## src/rtl/inst_fetch_resp_pkg.sv

```systemverilog
// Shared types and constants for the instruction-fetch responder.
// Holds the FSM encoding and the bus/bubble constants used by the fetch path.
package inst_fetch_resp_pkg;

  localparam int INST_ADDR_W = 32;
  localparam int INST_W      = 32;

  localparam logic BBL_ENABLE  = 1'b1;
  localparam logic BBL_DISABLE = 1'b0;
  localparam logic CHIP_ENABLE = 1'b1;

  typedef enum logic [1:0] {
    IFR_IDLE   = 2'd0,
    IFR_DEMAND = 2'd1,
    IFR_DONE   = 2'd2,
    IFR_PREF   = 2'd3
  } ifr_state_e;

  function automatic logic [INST_ADDR_W-1:0] next_seq_pc(input logic [INST_ADDR_W-1:0] pc);
    return pc + INST_ADDR_W'(4);
  endfunction

endpackage

```

## src/rtl/inst_fetch_resp_if.sv

```systemverilog
// Fetch-side (pc/ce/inst/bbl) and memory-side (req/ack) signals of the responder.
// slave is the responder's view; master is the PC generator plus memory.
interface inst_fetch_resp_if #(
  parameter int ADDR_W = 17
);
  import inst_fetch_resp_pkg::*;

  logic [INST_ADDR_W-1:0] pc;
  logic                   ce;
  logic [INST_W-1:0]      inst;
  logic                   inst_valid;
  logic                   bbl;
  logic                   mem_req;
  logic [ADDR_W-1:0]      mem_addr;
  logic                   mem_ack;
  logic [INST_W-1:0]      mem_rdata;

  modport master (
    output pc, ce, mem_ack, mem_rdata,
    input  inst, inst_valid, bbl, mem_req, mem_addr
  );

  modport slave (
    input  pc, ce, mem_ack, mem_rdata,
    output inst, inst_valid, bbl, mem_req, mem_addr
  );

endinterface

```

## src/rtl/inst_fetch_resp.sv

```systemverilog
// Instruction-fetch responder: demand fetch on a miss, one-entry next-sequential prefetch.
// Holds the PC via bbl while a demand (or a blocking prefetch) is outstanding.
module inst_fetch_resp
  import inst_fetch_resp_pkg::*;
#(
  parameter int ADDR_W      = 17,
  parameter bit PREFETCH_EN = 1'b1
) (
  input  logic             clk,
  input  logic             rst,
  inst_fetch_resp_if.slave bus
);

  ifr_state_e state_q, state_d;

  logic              pb_valid;
  logic [ADDR_W-1:0] pb_addr;
  logic [INST_W-1:0] pb_data;
  logic [INST_W-1:0] inst_q;
  logic [ADDR_W-1:0] pf_addr;
  logic [ADDR_W-1:0] dem_addr;

  logic [INST_ADDR_W-1:0] pc_next;
  logic [ADDR_W-1:0]      pc_word;
  logic [ADDR_W-1:0]      pc_next_word;
  logic                   hit;
  logic                   fetch_on;

  logic              dem_load, inst_load, pf_from_pc, pf_from_dem, pb_load;
  logic [INST_W-1:0] inst_c;
  logic              inst_valid_c, bbl_c, mem_req_c;
  logic [ADDR_W-1:0] mem_addr_c;
  logic              unused_pc_bits;

  assign pc_next      = next_seq_pc(bus.pc);
  assign pc_word      = bus.pc[ADDR_W+1:2];
  assign pc_next_word = pc_next[ADDR_W+1:2];
  assign hit          = pb_valid && (pb_addr == pc_word);
  assign fetch_on     = (bus.ce == CHIP_ENABLE);

  // Byte offset and bits above the word address never select anything.
  assign unused_pc_bits = ^{bus.pc[1:0], bus.pc[INST_ADDR_W-1:ADDR_W+2],
                            pc_next[1:0], pc_next[INST_ADDR_W-1:ADDR_W+2]};

  always_comb begin
    state_d      = state_q;
    inst_c       = '0;
    inst_valid_c = 1'b0;
    bbl_c        = BBL_DISABLE;
    mem_req_c    = 1'b0;
    mem_addr_c   = '0;
    dem_load     = 1'b0;
    inst_load    = 1'b0;
    pf_from_pc   = 1'b0;
    pf_from_dem  = 1'b0;
    pb_load      = 1'b0;
    case (state_q)
      IFR_IDLE: begin
        if (fetch_on) begin
          if (hit) begin
            inst_c       = pb_data;
            inst_valid_c = 1'b1;
            if (PREFETCH_EN) begin
              pf_from_pc = 1'b1;
              state_d    = IFR_PREF;
            end
          end else begin
            bbl_c    = BBL_ENABLE;
            dem_load = 1'b1;
            state_d  = IFR_DEMAND;
          end
        end
      end
      IFR_DEMAND: begin
        mem_req_c  = 1'b1;
        mem_addr_c = dem_addr;
        bbl_c      = BBL_ENABLE;
        // Data for a fetch that was withdrawn is dropped, not delivered later.
        if (bus.mem_ack) begin
          if (fetch_on) begin
            inst_load = 1'b1;
            state_d   = IFR_DONE;
          end else begin
            state_d = IFR_IDLE;
          end
        end
      end
      IFR_DONE: begin
        inst_c       = inst_q;
        inst_valid_c = 1'b1;
        if (PREFETCH_EN && fetch_on) begin
          pf_from_dem = 1'b1;
          state_d     = IFR_PREF;
        end else begin
          state_d = IFR_IDLE;
        end
      end
      IFR_PREF: begin
        mem_req_c  = 1'b1;
        mem_addr_c = pf_addr;
        bbl_c      = fetch_on ? BBL_ENABLE : BBL_DISABLE;
        if (bus.mem_ack) begin
          pb_load = 1'b1;
          state_d = IFR_IDLE;
        end
      end
      default: state_d = IFR_IDLE;
    endcase
    // Reset must quiet the outputs immediately, whatever ce/pc are doing.
    if (rst) begin
      inst_c       = '0;
      inst_valid_c = 1'b0;
      bbl_c        = BBL_DISABLE;
      mem_req_c    = 1'b0;
      mem_addr_c   = '0;
    end
  end

  assign bus.inst       = inst_c;
  assign bus.inst_valid = inst_valid_c;
  assign bus.bbl        = bbl_c;
  assign bus.mem_req    = mem_req_c;
  assign bus.mem_addr   = mem_addr_c;

  always_ff @(posedge clk or posedge rst) begin
    if (rst) begin
      state_q  <= IFR_IDLE;
      pb_valid <= 1'b0;
      pb_addr  <= '0;
      pb_data  <= '0;
      inst_q   <= '0;
      pf_addr  <= '0;
      dem_addr <= '0;
    end else begin
      state_q <= state_d;
      if (dem_load)    dem_addr <= pc_word;
      if (inst_load)   inst_q   <= bus.mem_rdata;
      if (pf_from_pc)  pf_addr  <= pc_next_word;
      if (pf_from_dem) pf_addr  <= dem_addr + ADDR_W'(1);
      if (pb_load) begin
        pb_valid <= 1'b1;
        pb_addr  <= pf_addr;
        pb_data  <= bus.mem_rdata;
      end
    end
  end

endmodule
```

## src/flat_wrapper.sv

```systemverilog
// flat-port wrapper written by rule: the top's interface ports become plain ports
module inst_fetch_resp_flat import inst_fetch_resp_pkg::*;
#(
  parameter int ADDR_W      = 17,
  parameter bit PREFETCH_EN = 1'b1
)
  (clk, rst, bus_pc, bus_ce, bus_mem_ack, bus_mem_rdata, bus_inst, bus_inst_valid, bus_bbl, bus_mem_req, bus_mem_addr);
  inst_fetch_resp_if #(.ADDR_W(ADDR_W)) bus_i ();
  input  logic clk;
  input  logic rst;
  input wire logic [$bits(bus_i.pc)-1:0] bus_pc;
  input wire logic [$bits(bus_i.ce)-1:0] bus_ce;
  input wire logic [$bits(bus_i.mem_ack)-1:0] bus_mem_ack;
  input wire logic [$bits(bus_i.mem_rdata)-1:0] bus_mem_rdata;
  output wire logic [$bits(bus_i.inst)-1:0] bus_inst;
  output wire logic [$bits(bus_i.inst_valid)-1:0] bus_inst_valid;
  output wire logic [$bits(bus_i.bbl)-1:0] bus_bbl;
  output wire logic [$bits(bus_i.mem_req)-1:0] bus_mem_req;
  output wire logic [$bits(bus_i.mem_addr)-1:0] bus_mem_addr;
  assign bus_i.pc = bus_pc;
  assign bus_i.ce = bus_ce;
  assign bus_i.mem_ack = bus_mem_ack;
  assign bus_i.mem_rdata = bus_mem_rdata;
  assign bus_inst = bus_i.inst;
  assign bus_inst_valid = bus_i.inst_valid;
  assign bus_bbl = bus_i.bbl;
  assign bus_mem_req = bus_i.mem_req;
  assign bus_mem_addr = bus_i.mem_addr;
  inst_fetch_resp #(.ADDR_W(ADDR_W), .PREFETCH_EN(PREFETCH_EN)) u_core (.clk(clk), .rst(rst), .bus(bus_i));
endmodule
```

## config.mk

```make
export PLATFORM = sky130hd
export DESIGN_NAME = inst_fetch_resp_flat
export DESIGN_NICKNAME = d
export VERILOG_FILES = /design/src/rtl/inst_fetch_resp_pkg.sv /design/src/rtl/inst_fetch_resp_if.sv /design/src/rtl/inst_fetch_resp.sv /design/src/flat_wrapper.sv
export SDC_FILE = /design/constraint.sdc
export NUM_CORES = 1
export LEC_CHECK = 0
export CAP_MARGIN = 15
export CORE_UTILIZATION = 36
export DETAILED_ROUTE_END_ITERATION = 10
export DONT_BUFFER_PORTS = 1
export GPL_TIMING_DRIVEN = 0
export PLACE_DENSITY = 0.59
export SYNTH_ARGS = -nofsm -noshare
export SYNTH_HDL_FRONTEND = slang
export SYNTH_SLANG_ARGS = --single-unit
```

## constraint.sdc

```tcl
create_clock -name clk -period 7.5 [get_ports clk]
set_input_delay 1.125 -clock clk [delete_from_list [all_inputs] [get_ports clk]]
set_output_delay 1.125 -clock clk [all_outputs]
set_load 0.02 [all_outputs]
```

Word level (Yosys, flattened, before mapping)
Index checks and enable logic that the tools add are counted.

storage, ports and cells
  bits in registers = 118
  output and inout port bits = 52

operators by class
  add/subtract/negate cells = 2
  equality and inequality tests = 7
  mux-type cells = 33
  reductions and logical operators = 5

operators with widths
  kind                     count
  $mux W32                 3
  $pmux W32 S2             1
  $mux W17                 3
  $pmux W17 S2             1
  $add A19 B3 Y19 const B  1
  $add A17 B1 Y17 const B  1
  $eq A17 B17 Y1           1
  $mux W1                  16
  $mux W2                  6
  $pmux W2 S4              1
  $ne A2 B2 Y1 const B     3
  $eq A2 B2 Y1 const B     2
  $pmux W1 S3              1
  $reduce_and A3 Y1        1
  $eq A2 B1 Y1 const B     1
  $logic_not A2 Y1         1
  $pmux W1 S2              1
  $reduce_bool A2 Y1       1
  $reduce_or A2 Y1         1
  $logic_and A1 B1 Y1      1

Depth between registers and ports, before layout
Gate-level depths: netlist of run 1.

  depth after elaboration = 7
  mapped depth = 12
  gate-level depth less buffers = 10

Least setup slack after synthesis of run 1
OpenSTA, ideal clock, no wires.

  path kind = in2out
  start point = input port rst
  end point = output port bus_mem_addr[10]
  arrival = 4.891 ns
  path slack = 1.484 ns
  cell stages on the path = 4
  path buffers = 1
  cells stage by stage = inv_1 -> nand2_1 -> clkbuf_1 -> nor2_1

between the ends
  word-level cells in the longest chain between the ends = 1

RTL lines
  element      RTL line                RTL
  from (decl)  flat_wrapper.sv:10      input logic rst;
  $mux W17     inst_fetch_resp.sv:110  if (rst) begin
  to (decl)    flat_wrapper.sv:19      output wire logic [$bits(bus_i.mem_addr)-1:0] bus_mem_addr;

Every way passes these cells.

Worst setup path in the final report of run 1
  start point = input port bus_pc[11]
  end point = output port bus_inst[17]

between the ends
  word-level cells in the longest chain between the ends = 6

RTL lines
  element              RTL line                RTL
  from (decl)          flat_wrapper.sv:11      input wire logic [$bits(bus_i.pc)-1:0] bus_pc;
  $eq A17 B17 Y1       inst_fetch_resp.sv:38   assign hit = pb_valid && (pb_addr == pc_word);
  $logic_and A1 B1 Y1  inst_fetch_resp.sv:38
  $mux W32             inst_fetch_resp.sv:60   if (hit) begin
  $mux W32             inst_fetch_resp.sv:59   if (fetch_on) begin
  $pmux W32 S2         inst_fetch_resp.sv:57   case (state_q)
  $mux W32             inst_fetch_resp.sv:110
  to (decl)            flat_wrapper.sv:15      output wire logic [$bits(bus_i.inst)-1:0] bus_inst;

Every way passes these cells.

==> results of run 1 <==
## layout make-up
cell class                      instances  area [µm²]  area share [%]
Sequential cell                       118        2950            42.9
Multi-Input combinational cell        351        2870            41.7
Clock buffer                           19         433            6.29
Tap cell                              216         270            3.93
Clock inverter                         13         158            2.29
Buffer                                 30         140            2.04
Inverter                                7        31.3           0.455
Timing Repair Buffer                    1        27.5           0.400
## synthesized netlist by cell type
| library cell | count |
|---|---|
| a22oi_1 | 32 |
| inv_1 | 7 |
| and4_1 | 1 |
| o21bai_1 | 1 |
| or2_2 | 1 |
| xor2_1 | 22 |
| nor3b_1 | 1 |
| buf_6 | 2 |
| mux2i_1 | 29 |
| nor3_2 | 4 |
| dfrtp_1 | 118 |
| o21ai_0 | 8 |
| mux2_4 | 1 |
| mux2_2 | 115 |
| and3b_1 | 1 |
| buf_1 | 8 |
| nor2_2 | 1 |
| nor4_4 | 1 |
| a21oi_1 | 5 |
| nor4_2 | 2 |
| xnor2_1 | 13 |
| o21bai_4 | 1 |
| nor4_1 | 6 |
| nor3_1 | 2 |
| nand4_1 | 4 |
| nor2b_1 | 3 |
| clkbuf_1 | 12 |
| ha_1 | 1 |
| or3_1 | 1 |
| a21o_1 | 1 |
| nand3_1 | 14 |
| o21a_1 | 1 |
| nand2b_1 | 2 |
| nor2_1 | 57 |
| nand2_1 | 19 |
| buf_2 | 7 |
| buf_4 | 1 |
| nand3b_2 | 1 |
## metrics by stage
step                total power [mW]  hold WS, ps  util (%)  TNS, ps  worst slack (ps)
finish                          2.45          463      42.8        0              2990
global route                    2.58          486      42.8        0              2740
CTS                             2.47          469      42.8        0              2960
detailed placement              1.65          457      39.2        0              2970
global placement                1.61          453      39.0    -2600              -259
floorplan                       1.50          434         -        0              1480
## kinds of logic after synthesis
logic type	Yosys count	share of synthesized area, %
mux	145	26.7
flops	118	49.3
simple gates	121	10.0
compound gates	49	5.79
fa+ha+maj	1	0.209
xor+xnor	35	5.12
buf+inv	37	2.78
## worst register-to-register path: cells and delay by family, from the launching register on
| kind | cells | cell delay [ps] |
|---|---|---|
| AND/OR/NAND/NOR | 6 | 1310 |
| buffers and inverters | 2 | 690 |
| flip-flops | 1 | 430 |
| XOR/XNOR | 1 | 80 |
| AO/OA/AOI/OAI | 1 | 150 |
| multiplexers | 1 | 270 |
| adder cells (fa/ha/maj) | 1 | 250 |
## layer usage
| metal | global-route usage, % | up-vias |
|---|---|---|
| li1 | - | 1839 |
| met4 | 8.86 | 0 |
| met2 | 27.0 | 101 |
| met5 | 0 | - |
| met1 | 22.3 | 2010 |
| met3 | 6.35 | 26 |
## report_power, final
| part | internal (mW) | switching [mW] | leakage [nW] |
|---|---|---|---|
| clock network | 0.519 | 0.294 | 0.279 |
| registers | 0.914 | 0.178 | 1.41 |
| logic | 0.297 | 0.246 | 1.14 |
| total | 1.73 | 0.717 | 2.83 |
## registers in the layout, indices dropped and copies added, names as in the netlist
| register | cells |
|---|---|
| u_core.dem_addr | 17 |
| u_core.inst_q | 32 |
| u_core.pb_addr | 17 |
| u_core.pb_data | 32 |
| u_core.pb_valid | 1 |
| u_core.pf_addr | 17 |
| u_core.state_q | 2 |
## worst max-delay path by stage
stage / slack [ps] / from / end
detailed placement: 2970 / bus_pc[11] / bus_inst[8]
floorplan: 1480 / rst / bus_mem_addr[10]
finish: 2990 / bus_pc[11] / bus_inst[17]
global placement: -260 / rst / bus_mem_addr[14]
global route: 2740 / bus_pc[11] / bus_inst_valid
CTS: 2960 / bus_pc[11] / bus_inst[8]
==> results.json, run 1 <==
{
  "grt.total_usage_pct": 17.8,
  "status": "completed",
  "grt_max_degree": 78,
  "crit_fanout": 10,
  "via_per_inst": 5.27,
  "start_kind": "primary input",
  "cts_sinks": 118,
  "drive_gt1_share_pct": 31.4,
  "synthCells": 506,
  "ys_ff_latch": 118,
  "reg2reg_to": "u_core.pf_addr[16]",
  "gr-total-overflow": 0,
  "drv_slew": 0,
  "seq_area_frac_synth_pct": 49.3,
  "fin_crit_sh_pct": 60.1,
  "routed_wirelength_mm": 14.3,
  "synth_warnings": 0,
  "worstSetupPathType": "primary input to primary output",
  "dieWidth_um": 131,
  "gp_congestion": 0.861,
  "synth_cell_types": 38,
  "nets": 595,
  "setup_viol_count_final": 0,
  "hp-start": "u_core.pb_valid",
  "clk_pin_slew_ps": 50,
  "antenna_found_initial": 0,
  "r2r_slack_ps": 4210,
  "cts.repair.resized": 0,
  "critical_path_buf_inv_count": 2,
  "leakagePower_nw": 2.83,
  "dr.pass1.iters": 4,
  "synth_top_area_share_pct": 49.3,
  "yosysTopAreaCell": "dfrtp_1",
  "cts_root_buf": "clkbuf_16",
  "ir_worst_vdd_mv": 0.158,
  "dieArea_um2": 17100,
  "min_path_cells": 1,
  "crit_family": "simple AND/OR/NAND/NOR gates",
  "hold_path_class": "flip-flop to flip-flop",
  "cpPeakStageDelay_ps": 470,
  "fp-row-count": 46,
  "worstHoldEndpoint": "u_core.pb_valid",
  "path_depth": 8,
  "cts_max_level": 4,
  "crit_slowest_cell": "nor3_2",
  "crit_path_end_kind": "primary output",
  "placed_area_um2": 6290,
  "met2_length_mm": 6.82,
  "cellPowerDensity_nw_per_um2": 356,
  "core-area_um2": 16100,
  "wl_met1_mm": 6.12,
  "numCtsBuffers": 17,
  "antenna_cells": 0,
  "timing.slew.headroom_pct": 44.5,
  "final_common_cell": "dfrtp_1",
  "fin_skew_ps": 9.41,
  "min_period_ps": 4510,
  "topRoutingLayerUsed": "met4",
  "synthTopCellsByArea": "dfrtp_1 (49%), mux2_2 (22%), mux2i_1 (4.8%)",
  "place_hpwl_mm": 10.3,
  "syn_to_final_growth_pct": 14.9,
  "die_h_um": 131,
  "max_freq_ghz": 0.222,
  "syn-num-nets": 575,
  "hold_viol": 0,
  "cts_tree": "built",
  "layout.cells.most_common_list": "dfrtp_1 (118), mux2_2 (115), nor2_1 (57)",
  "grt_pass1_vias": 4104,
  "cap_violations": 0,
  "portBuffers": 0,
  "drt_iter0_drc": 245,
  "io_pins": 120,
  "arrival_ps": 3380,
  "met3_length_mm": 1.04,
  "ff2ff_path_depth": 12,
  "reg2reg_from": "u_core.state_q[1]",
  "n_fill_cell": 1498,
  "start_util_pct": 37.3,
  "vias": 3976,
  "clk_latency_ps": 430,
  "crit_chain": "buf_2 -> xor2_1 -> nor4_1 -> nand3_1 -> nor3_2 -> buf_2 -> a22oi_1 -> nor2_1",
  "netlist_area_um2": 5990,
  "cts_buffer_depth": 2,
  "post_cts.repair.setup_buffers": 0,
  "avgRoutedWirePerCell_um": 19.0,
  "required_ps": 6380,
  "tightest_slew_ps": 833,
  "holdBufCountCts": 0,
  "path_common_cell": "buf_2",
  "drc_errors": 0,
  "ant_nets": 0,
  "place_inst": 723,
  "grt_pass1_wl_mm": 22.2,
  "synth.avg_cell_area_um2": 11.8,
  "grt_setup_unrepaired": "false",
  "final_area_um2": 6880,
  "fin_cells": 755
}
No activity file was read; power rests on OpenSTA's default activity.
==> run 2: changes to the inputs <==
Clock period 7.5 ns to 4.7 ns, I/O delays scaled along.
==> run 2 against run 1 <==
Effect of this change:
- clock skew increased by 7.5 ps
- setup slack got worse by 2000 ps
- via count increased by 0.30%
- sequential power increased by 60%
- non-clock buffer count increased by 2
- combinational power increased by 60%
- critical path depth decreased by 1
- sequential share of layout area decreased by 0.59 points
- worst hold slack got worse by 210 ps
- highest routed layer unchanged
==> results.json, run 2 (same netlist as run 1, synthesis figures left out) <==
{
  "grt.total_usage_pct": 18.2,
  "avgRoutedWirePerCell_um": 19.3,
  "max_freq_ghz": 0.266,
  "status": "completed",
  "timing.slew.headroom_pct": 39.0,
  "final_area_um2": 6980,
  "grt_max_degree": 37,
  "fp-row-count": 46,
  "dp_slack_ps": 1030,
  "holdWs_ps": 253,
  "cellPowerDensity_nw_per_um2": 580,
  "post_cts.repair.setup_buffers": 0,
  "cts_root_buf": "clkbuf_16",
  "grt_pass1_vias": 4079,
  "dieArea_um2": 17100,
  "clk_latency_ps": 420,
  "cpPeakStageDelay_ps": 510,
  "r2r_slack_ps": 1360,
  "fin_skew_ps": 16.9,
  "required_ps": 3990,
  "clk_pin_slew_ps": 60,
  "grt_setup_unrepaired": "false",
  "ant_nets": 0,
  "crit_chain": "xor2_1 -> nor4_1 -> nand3_1 -> nor3_2 -> buf_2 -> a22oi_1 -> nor2_1",
  "hold_path_class": "primary input to asynchronous set/reset pin",
  "reg2reg_to": "u_core.pf_addr[16]",
  "reg2reg_from": "u_core.state_q[1]",
  "fin_crit_sh_pct": 79.9,
  "cts_max_level": 4,
  "antenna_found_initial": 0,
  "drive_gt1_share_pct": 32.0,
  "gr-total-overflow": 0,
  "cap_violations": 0,
  "io_pins": 120,
  "hold_viol": 0,
  "portBuffers": 0,
  "setup_viol_count_final": 0,
  "routed_wirelength_mm": 14.6,
  "cts_sinks": 118,
  "layout.cells.most_common_list": "dfrtp_1 (118), mux2_2 (115), nor2_1 (57)",
  "final_common_cell": "dfrtp_1",
  "min_period_ps": 3760,
  "leakagePower_nw": 2.88,
  "dr.pass1.iters": 4,
  "fin_ws_ps": 944,
  "place_hpwl_mm": 10.6,
  "crit_slowest_cell": "nor4_1",
  "tightest_slew_ps": 916,
  "holdBufCountCts": 0,
  "gp_congestion": 0.864,
  "ff2ff_path_depth": 12,
  "drt_iter0_drc": 229,
  "antenna_cells": 0,
  "crit_fanout": 10,
  "drv_slew": 0,
  "cts_tree": "built",
  "via_per_inst": 5.27,
  "worstSetupPathType": "flip-flop to primary output",
  "start_kind": "flip-flop",
  "crit_path_end_kind": "primary output",
  "die_h_um": 131,
  "vias": 3988,
  "nets": 597,
  "dieWidth_um": 131,
  "cts_buffer_depth": 2,
  "numCtsBuffers": 17,
  "tns_ps": 0,
  "arrival_ps": 3050,
  "syn_to_final_growth_pct": 16.5,
  "start_util_pct": 37.3,
  "ir_worst_vdd_mv": 0.261,
  "cts.repair.resized": 0,
  "reg.largest.list": "u_core.inst_q: 32 flops, u_core.pb_data: 32 flops",
  "core-area_um2": 16100,
  "drc_errors": 0,
  "placed_area_um2": 6320,
  "grt_pass1_wl_mm": 22.9
}
[run 2: final cells by class]
class,count,area [µm²]
fill,1523,9080
sequential,118,2950
multi-input combinational,351,2870
clock buffer,19,453
tap,216,270
clock inverter,13,203
buffer,30,140
timing repair buffer,3,60.1
inverter,7,30.0
[run 2: power breakdown]
part           switching, mW  internal [mW]
clock network          0.470          0.965
logic                  0.392          0.476
registers              0.284           1.46
[run 2: worst max-delay path: cells and delay by family, from the launching register on]
kind	cells	cell delay [ps]
xor gates and xnor gates	1	150
DFF	1	390
and+or+nand+nor	4	1680
buffers and inverters	1	330
AOI/OAI and AO/OA	1	100
[run 2: how the worst max path moves through the flow]
stage                            from                to  slack, ps  cells past startpoint
finish              u_core.pb_addr[6]      bus_inst[30]        940                      7
detailed placement          bus_pc[8]      bus_inst[30]       1030                      7
global placement                  rst  bus_mem_addr[13]       -910                      4
CTS                 u_core.pb_addr[6]      bus_inst[30]        910                      7
floorplan                         rst  bus_mem_addr[10]        520                      4
global route        u_core.pb_addr[6]      bus_inst[27]        740                      7
[run 2: per-stage QoR]
stage	utilization (%)	total power [mW]	std cells
after CTS	43.4	4.09	757
final	43.4	4.05	757
after global routing	43.4	4.27	757
after global placement	39.0	2.57	722
after detailed placement	39.4	2.63	725
after floorplan	-	2.40	506
[run 2: metal layers]
metal / GRT usage [%] / vias up / share of wire, %
met4: 7.44 / 0 / 1.6
met2: 27.8 / 97 / 48
li1: - / 1847 / -
met5: 0 / - / 0
met1: 23.9 / 2027 / 45
met3: 5.86 / 17 / 5.7
==> run 3: changes to the inputs <==
Clock period 4.7 ns to 3.9 ns, I/O delays scaled along.
==> run 3 against run 2 <==
Effect of this change:
- power rose by 23%
- worst hold slack got worse by 230 ps
- critical endpoint unchanged
- wire length rose by 0.75%
- clock skew fell by 8.1 ps
- utilization rose by 0.25 points
- clock power rose by 28%
==> results.json, run 3 (same netlist as run 1, synthesis figures left out) <==
{
  "cts_root_buf": "clkbuf_16",
  "gp_congestion": 0.873,
  "crit_chain": "xor2_1 -> nor4_1 -> nand3_1 -> nor3_2 -> buf_2 -> a22oi_1 -> nor2_1",
  "cts.repair.resized": 0,
  "place_inst": 725,
  "ff2ff_path_depth": 12,
  "n_fill_cell": 1494,
  "required_ps": 3310,
  "cts_tree": "built",
  "gr-total-overflow": 0,
  "dr.pass1.iters": 4,
  "cap_violations": 0,
  "die_h_um": 131,
  "cts_buffer_depth": 2,
  "antenna_found_initial": 0,
  "nets": 597,
  "crit_slowest_cell": "nor3_2",
  "ant_nets": 0,
  "timing.slew.headroom_pct": 39.3,
  "syn_to_final_growth_pct": 17.2,
  "dieArea_um2": 17100,
  "io_pins": 120,
  "crit_path_end_kind": "primary output",
  "status": "completed",
  "fin_crit_sh_pct": 90.8,
  "post_cts.repair.setup_buffers": 0,
  "dp_slack_ps": 402,
  "place_hpwl_mm": 10.8,
  "layout.cells.most_common_list": "dfrtp_1 (118), mux2_2 (115), nor2_1 (57)",
  "grt_pass1_vias": 4202,
  "placed_area_um2": 6320,
  "cellPowerDensity_nw_per_um2": 712,
  "fin_cells": 756,
  "reg2reg_from": "u_core.state_q[1]",
  "clk_latency_ps": 410,
  "leakagePower_nw": 2.90,
  "start_kind": "flip-flop",
  "portBuffers": 0,
  "multiInputGateArea_um2": 2870,
  "final_area_um2": 7020,
  "drt_iter0_drc": 181,
  "min_period_ps": 3540,
  "cpPeakStageDelay_ps": 490,
  "avgRoutedWirePerCell_um": 19.5,
  "fin_skew_ps": 8.75,
  "routed_wirelength_mm": 14.7,
  "core-area_um2": 16100,
  "final_common_cell": "dfrtp_1",
  "power_mw": 5.00,
  "cts_max_level": 4,
  "drive_gt1_share_pct": 31.7,
  "clk_pin_slew_ps": 50,
  "antenna_cells": 0,
  "reg.largest.list": "u_core.inst_q: 32 flops, u_core.pb_data: 32 flops",
  "ir_worst_vdd_mv": 0.307,
  "hold_path_class": "primary input to asynchronous set/reset pin",
  "start_util_pct": 37.3,
  "hold_viol": 0,
  "dieWidth_um": 131,
  "tns_ps": 0,
  "tightest_slew_ps": 910,
  "crit_fanout": 10,
  "setup_viol_count_final": 0,
  "grt_pass1_wl_mm": 22.9,
  "max_freq_ghz": 0.282,
  "grt_max_degree": 39,
  "cts_sinks": 118,
  "vias": 3975,
  "r2r_slack_ps": 660,
  "layout.area.seq_um2": 2950,
  "crit_start": "u_core.pb_addr[15]",
  "worstSetupPathType": "flip-flop to primary output",
  "fp-row-count": 46,
  "grt.total_usage_pct": 18.2,
  "reg2reg_to": "u_core.pf_addr[16]",
  "drc_errors": 0,
  "arrival_ps": 2960,
  "numCtsBuffers": 17,
  "timing.critical_path.to": "bus_inst[30]",
  "holdBufCountCts": 0,
  "via_per_inst": 5.26,
  "drv_slew": 0,
  "fin_ws_ps": 357,
  "grt_setup_unrepaired": "false"
}
[run 3: changes by cell type in the layout (fill, tap and decap cells not counted)]
| cell | before | now |
|---|---|---|
| bufinv_16 | 5 | 7 |
| clkbuf_2 | 0 | 1 |
| clkinv_2 | 4 | 2 |
| clkbuf_8 | 2 | 3 |
| clkinv_4 | 2 | 0 |
| clkbuf_1 | 12 | 13 |
| clkinvlp_4 | 3 | 1 |
[run 3: layout make-up]
class | instances | share of cell area [%]
clock buffers | 22 | 6.76
repair buffers | 3 | 0.856
multi-input cells | 351 | 40.9
inverters | 7 | 0.428
clock inverters | 9 | 3.14
well taps | 216 | 3.85
plain buffers | 30 | 2.02
flip-flops and latches | 118 | 42.1
[run 3: worst min-delay path by stage]
| stage | from | slack, ps | to |
|---|---|---|---|
| 6_report | rst | 20 | u_core.inst_q[30] |
| 5_1_grt | rst | 20 | u_core.inst_q[30] |
| 4_1_cts | rst | 10 | u_core.inst_q[30] |
| 3_5_place_dp | rst | 460 | u_core.inst_q[30] |
| 3_3_place_gp | u_core.pb_valid | 450 | u_core.pb_valid |
| 2_1_floorplan | u_core.pb_valid | 430 | u_core.pb_valid |
[run 3: per-layer routing]
layer	global-route usage, %	wire, µm
met5	0	0
met4	8.59	385
met3	5.94	943
met2	29.4	7140
met1	22.0	6260
[run 3: power by group]
part	switching, mW	internal [mW]
clock network	0.532	1.31
registers	0.346	1.76
logic	0.478	0.575
[run 3: stage by stage]
| stage | hold slack, ps | utilization, % |
|---|---|---|
| after global placement | 453 | 39.0 |
| after floorplan | 434 | - |
| after CTS | 14.4 | 43.7 |
| final | 19.0 | 43.7 |
| after global routing | 19.1 | 43.7 |
| after detailed placement | 457 | 39.4 |
[run 3: critical path: cells and delay by family (launching register included)]
family	cells	cell delay, ps
buffers and inverters	1	350
xor gates and xnor gates	1	150
and+or+nand+nor	4	1560
DFF	1	380
AOI/OAI and AO/OA	1	100
